<file path="src/rtl/vedic_alu_pkg.sv">
// Shared types and constants for the sequential Vedic add/sub/multiply ALU.
package vedic_alu_pkg;

  typedef enum logic [1:0] {
    OP_ADD  = 2'b00,
    OP_MUL  = 2'b01,
    OP_SUB  = 2'b10,
    OP_RSVD = 2'b11
  } opcode_e;

  typedef enum logic [1:0] {
    IDLE = 2'b00,
    MUL  = 2'b01,
    DONE = 2'b10
  } state_e;

  localparam int MUL_STEPS = 4;
  localparam int STEP_W    = $clog2(MUL_STEPS);

endpackage

</file>
<file path="src/rtl/vedic_mul_half.sv">
// Combinational HALF x HALF Urdhva-Tiryagbhyam (vertically and crosswise) multiplier:
// each output column sums its crosswise bit products plus the carry from the column below.
module vedic_mul_half #(
  parameter int HALF = 4
) (
  input  logic [HALF-1:0]   x,
  input  logic [HALF-1:0]   y,
  output logic [2*HALF-1:0] p
);

  // Column sums never exceed 2*HALF-1, so this width cannot overflow.
  localparam int CW = $clog2(HALF) + 2;

  logic [CW-1:0] col;
  logic [CW-1:0] carry;

  always_comb begin
    p     = '0;
    col   = '0;
    carry = '0;
    for (int k = 0; k < 2*HALF-1; k++) begin
      col = carry;
      for (int i = 0; i < HALF; i++) begin
        for (int j = 0; j < HALF; j++) begin
          if (i + j == k) col = col + CW'(x[i] & y[j]);
        end
      end
      p[k]  = col[0];
      carry = col >> 1;
    end
    p[2*HALF-1] = carry[0];
  end

endmodule

</file>
<file path="src/rtl/vedic_alu_seq.sv">
// Handshaked add/sub/multiply ALU; multiply reuses one half-width Vedic multiplier
// over four cycles, accumulating the shifted partial products.
module vedic_alu_seq
  import vedic_alu_pkg::*;
#(
  parameter int WIDTH = 8
) (
  input  logic               clk,
  input  logic               rst_n,
  input  logic               in_valid,
  output logic               in_ready,
  input  logic [1:0]         opcode,
  input  logic [WIDTH-1:0]   a,
  input  logic [WIDTH-1:0]   b,
  output logic               out_valid,
  input  logic               out_ready,
  output logic [2*WIDTH-1:0] result,
  output logic               err
);

  localparam int HALF = WIDTH / 2;

  state_e              state, state_d;
  opcode_e             op;
  logic                accept;
  logic                last_step;
  logic [STEP_W-1:0]   step;
  logic [WIDTH-1:0]    a_q, b_q;
  logic [HALF-1:0]     mx, my;
  logic [WIDTH-1:0]    pp;
  logic [2*WIDTH-1:0]  term, acc, acc_d, result_q;
  logic                err_q;

  function automatic logic [2*WIDTH-1:0] add_ext(input logic [WIDTH-1:0] x,
                                                 input logic [WIDTH-1:0] y);
    logic [WIDTH:0] s;
    s = {1'b0, x} + {1'b0, y};
    return {{(WIDTH-1){1'b0}}, s};
  endfunction

  // Bit WIDTH of the extended difference is the borrow (x < y).
  function automatic logic [2*WIDTH-1:0] sub_ext(input logic [WIDTH-1:0] x,
                                                 input logic [WIDTH-1:0] y);
    logic [WIDTH:0] s;
    s = {1'b0, x} - {1'b0, y};
    return {{(WIDTH-1){1'b0}}, s};
  endfunction

  assign op        = opcode_e'(opcode);
  assign accept    = in_valid && in_ready;
  assign last_step = (step == STEP_W'(MUL_STEPS - 1));
  assign out_valid = (state == DONE);
  assign result    = result_q;
  assign err       = err_q;

  // Step bit 1 picks the high half of A, step bit 0 the high half of B.
  always_comb begin
    mx = step[1] ? a_q[WIDTH-1:HALF] : a_q[HALF-1:0];
    my = step[0] ? b_q[WIDTH-1:HALF] : b_q[HALF-1:0];
  end

  vedic_mul_half #(.HALF(HALF)) u_mul (
    .x (mx),
    .y (my),
    .p (pp)
  );

  always_comb begin
    case (step)
      STEP_W'(0): term = {{WIDTH{1'b0}}, pp};
      STEP_W'(1),
      STEP_W'(2): term = {{HALF{1'b0}}, pp, {HALF{1'b0}}};
      default:    term = {pp, {WIDTH{1'b0}}};
    endcase
    acc_d = acc + term;
  end

  always_comb begin
    state_d  = state;
    in_ready = 1'b0;
    case (state)
      IDLE: begin
        in_ready = 1'b1;
        if (in_valid) state_d = (op == OP_MUL) ? MUL : DONE;
      end
      MUL: begin
        if (last_step) state_d = DONE;
      end
      DONE: begin
        if (out_ready) begin
          in_ready = 1'b1;
          if (in_valid) state_d = (op == OP_MUL) ? MUL : DONE;
          else          state_d = IDLE;
        end
      end
      default: state_d = IDLE;
    endcase
  end

  always_ff @(posedge clk or negedge rst_n) begin
    if (!rst_n) state <= IDLE;
    else        state <= state_d;
  end

  // Accept stage: single-cycle ops land in result_q; multiply latches its operands.
  always_ff @(posedge clk or negedge rst_n) begin
    if (!rst_n) begin
      a_q      <= '0;
      b_q      <= '0;
      acc      <= '0;
      step     <= '0;
      result_q <= '0;
      err_q    <= 1'b0;
    end else if (accept) begin
      err_q <= 1'b0;
      case (op)
        OP_ADD: result_q <= add_ext(a, b);
        OP_SUB: result_q <= sub_ext(a, b);
        OP_MUL: begin
          a_q  <= a;
          b_q  <= b;
          acc  <= '0;
          step <= '0;
        end
        default: begin
          result_q <= '0;
          err_q    <= 1'b1;
        end
      endcase
    end else if (state == MUL) begin
      // Multiply stage: one partial product per cycle, result published on the last.
      acc  <= acc_d;
      step <= step + STEP_W'(1);
      if (last_step) result_q <= acc_d;
    end
  end

endmodule
</file>
<file path="config.mk">
export PLATFORM = sky130hd
export DESIGN_NAME = vedic_alu_seq
export DESIGN_NICKNAME = d
export VERILOG_FILES = /design/src/rtl/vedic_alu_pkg.sv /design/src/rtl/vedic_mul_half.sv /design/src/rtl/vedic_alu_seq.sv
export SDC_FILE = /design/constraint.sdc
export NUM_CORES = 1
export LEC_CHECK = 0
export CAP_MARGIN = 0
export CORE_ASPECT_RATIO = 0.8
export CORE_UTILIZATION = 56
export DETAILED_ROUTE_END_ITERATION = 12
export PLACE_DENSITY_LB_ADDON = 0.1
export SETUP_SLACK_MARGIN = 0.2
export SYNTH_ARGS = -nofsm -noshare
export SYNTH_HDL_FRONTEND = slang
export SYNTH_HIERARCHICAL = 1
export SYNTH_SLANG_ARGS = --single-unit
</file>
<file path="constraint.sdc">
create_clock -name clk -period 8.1 [get_ports clk]
set_clock_uncertainty 0.15 [all_clocks]
set_input_delay 2.43 -clock clk [delete_from_list [all_inputs] [get_ports clk]]
set_output_delay 2.43 -clock clk [all_outputs]
set_load 0.02 [all_outputs]
</file>
==> metrics <==
Worst EP arrival about 7400 ps; post-CTS resize count 0; DP Wirelength roughly 7.3 mm; total congestion overflow 0; Post-Syn Nets a little under 500; Worst R2R Start step[0]; DP Area approximately 4400 um^2; design area about 4500 um^2; Hold Path Stages 2; #FFs+latches synth 53; Clock Latency Late Sink 310 ps; Critical R2R Capture result[12]; clock root buffer clkbuf_8; CP Data Required Time approximately 8100 ps; Crit. End Element flop; CP Max Fanout 8; top cell type by total area after synthesis dfrtp_1; vias per cell about 5.8; wire length per cell roughly 17 um; initial antenna violation count 0; top cells by area, synth dfrtp_1, ha_1, mux2_2; run status completed; Hold Fails Final Rpt 0; worst min-delay path endpoint result[3]; # IOs 41; CTS Buffer Depth 2; top cells by count, synth nand2_1, dfrtp_1, o21ai_0; ys flop type dfrtp_1; minimum clock period about 7400 ps; Mapped Cells 430; total wire length roughly 9.5 mm; Slew Viols, Final 0; layout cells sized above 1 0.09227; syn avg cell area between 9 and 10 um^2; asr flop ratio synth 1.000; CTS tree built; routability-driven placement congestion ratio about 0.95; Worst R2R Path Depth 25; initial core utilization 0.5782; Die X ~96 um; PortBufs 40; Post-CTS Hold Fix Bufs 0; clk sinks 53; CP Launch Type flop; GRT Resource Usage Total 0.2787; Multi-input gate area approximately 2500 um^2; Cell Rows 27; CTS H-Tree Depth 2; P_leak about 2 nW; Initial DRC Count about 200; Critical Setup Path Class reg2reg; final setup fails 0; Worst Hold Class reg2reg; maximum vdd drop ~190 uV; ANT nets after route 0; CTS Buf Count 5; worst rel slew slack 0.3904; Post-Syn Area 3965 um^2; power density cells 404.7 nW/um^2; Seq/Total Area, Yosys 0.3345; Post-synth EDFFs 0; area grow syn2layout 14.17%; post-synth cell types between 50 and 60; Yosys top cell area share 0.3345; Clock transition at path regs approximately 100 ps; Diodes inserted 0; Ys Warns 6; Setup Buffers After CTS 0; FF-to-FF setup slack between 700 and 800 ps; Worst Tran Pin Value 911.6 ps; drt first pass iters 6; Post-route DRC 0; min-delay src result[3]; die area ~7400 um^2; core outline area between 6000 and 7000 um^2; vias in the first global route around 3100; TNS Setup 0 ps; Die Y slightly below 80 um; first-pass GRT wire length between 15 and 20 mm; RSZ-0062 raised after global routing no; # Max-Cap Violations 0; top-count cell post-synth nand2_1; Register Area around 1300 um^2; Util after Layout 0.6601; Fillers between 500 and 600; largest net degree at the start of global routing 54; f_max 0.1353 GHz; Final nets around 530; via count between 3000 and 4000; Final period util 0.9124
## layout by cell type, fill, tap and decap left out, drive strengths merged, types with 5 or more instances in the layout
master	count
xnor2	16
nor2	23
ha	30
a22oi	6
clkdlybuf4s50	39
a22o	8
dfrtp	53
nand2b	7
clkbuf	6
nand2	58
nor2b	9
and2	20
mux2	24
inv	22
a21oi	25
fa	10
a31oi	5
o21ai	38
xor2	9
## where the power goes
part | switching (W) | internal, W
sequential | 0.0000559 | 0.000348
combinational | 0.000719 | 0.000521
clock | 0.0000881 | 0.000101
## sequential cells by signal, indices dropped and copies added, names as in the netlist
name and flops:
b_q 8, acc 16, a_q 8, err 1, state 2, result 16
step 2
## logic make-up after synthesis
family,count (synthesis),synth area share
multiplexers,25,0.07069
flip-flops,53,0.3345
AND/OR/NAND/NOR,132,0.1597
buffers and inverters,36,0.04039
AO/OA/AOI/OAI,119,0.1944
XOR/XNOR,25,0.05522
adder cells (fa/ha/maj),40,0.1452
## worst max-delay path by stage
stage	from	endpoint	slack [ps]
after floorplan	step[0]	acc[12]	1210
after global placement	step[0]	result[12]	1010
after detailed placement	step[0]	result[12]	770
after CTS	step[0]	result[12]	750
after global routing	step[0]	result[12]	360
final	step[0]	result[12]	710
## per-layer routing
layer  GRT usage  up-vias  part of all wire
met4     0.08358        0             0.019
met5           0        -                 0
met2      0.4050       90              0.43
li1            -     1589                 -
met3     0.05655       19             0.053
met1      0.4135     1519              0.50
## layout make-up
type                       count  area share
clock buffer                   6     0.01824
clock inverter                 2    0.008292
inverter                      22     0.01824
multi-input combinational    341      0.5475
sequential                    53      0.2930
tap                           87     0.02405
timing repair buffer          42     0.09066
## worst max-delay path, cell delays in order (launching register included)
cell,delay [ps]
dfrtp_1,500
mux2_2,410
and2_1,180
ha_1,190
inv_1,80
fa_1,390
inv_1,70
ha_1,150
ha_1,240
fa_1,390
fa_1,530
fa_1,420
ha_1,200
inv_1,60
fa_1,440
fa_1,440
fa_1,510
inv_1,60
a22oi_1,160
nor2_1,60
ha_1,400
a21oi_1,210
nor2b_1,70
a311o_1,380
o311ai_1,440
o21ai_0,130
## through the flow
stage	total power [W]	hold slack (ps)	worst slack, ps	cells
after floorplan	0.001310	306.3	1205	430
after global placement	0.001592	319.0	1007	545
after detailed placement	0.001637	323.0	765.9	545
after CTS	0.001830	347.8	751.5	553
after global routing	0.002004	379.9	363.1	553
final	0.001832	342.4	709.3	553
Power figures use the tool's default switching activity.
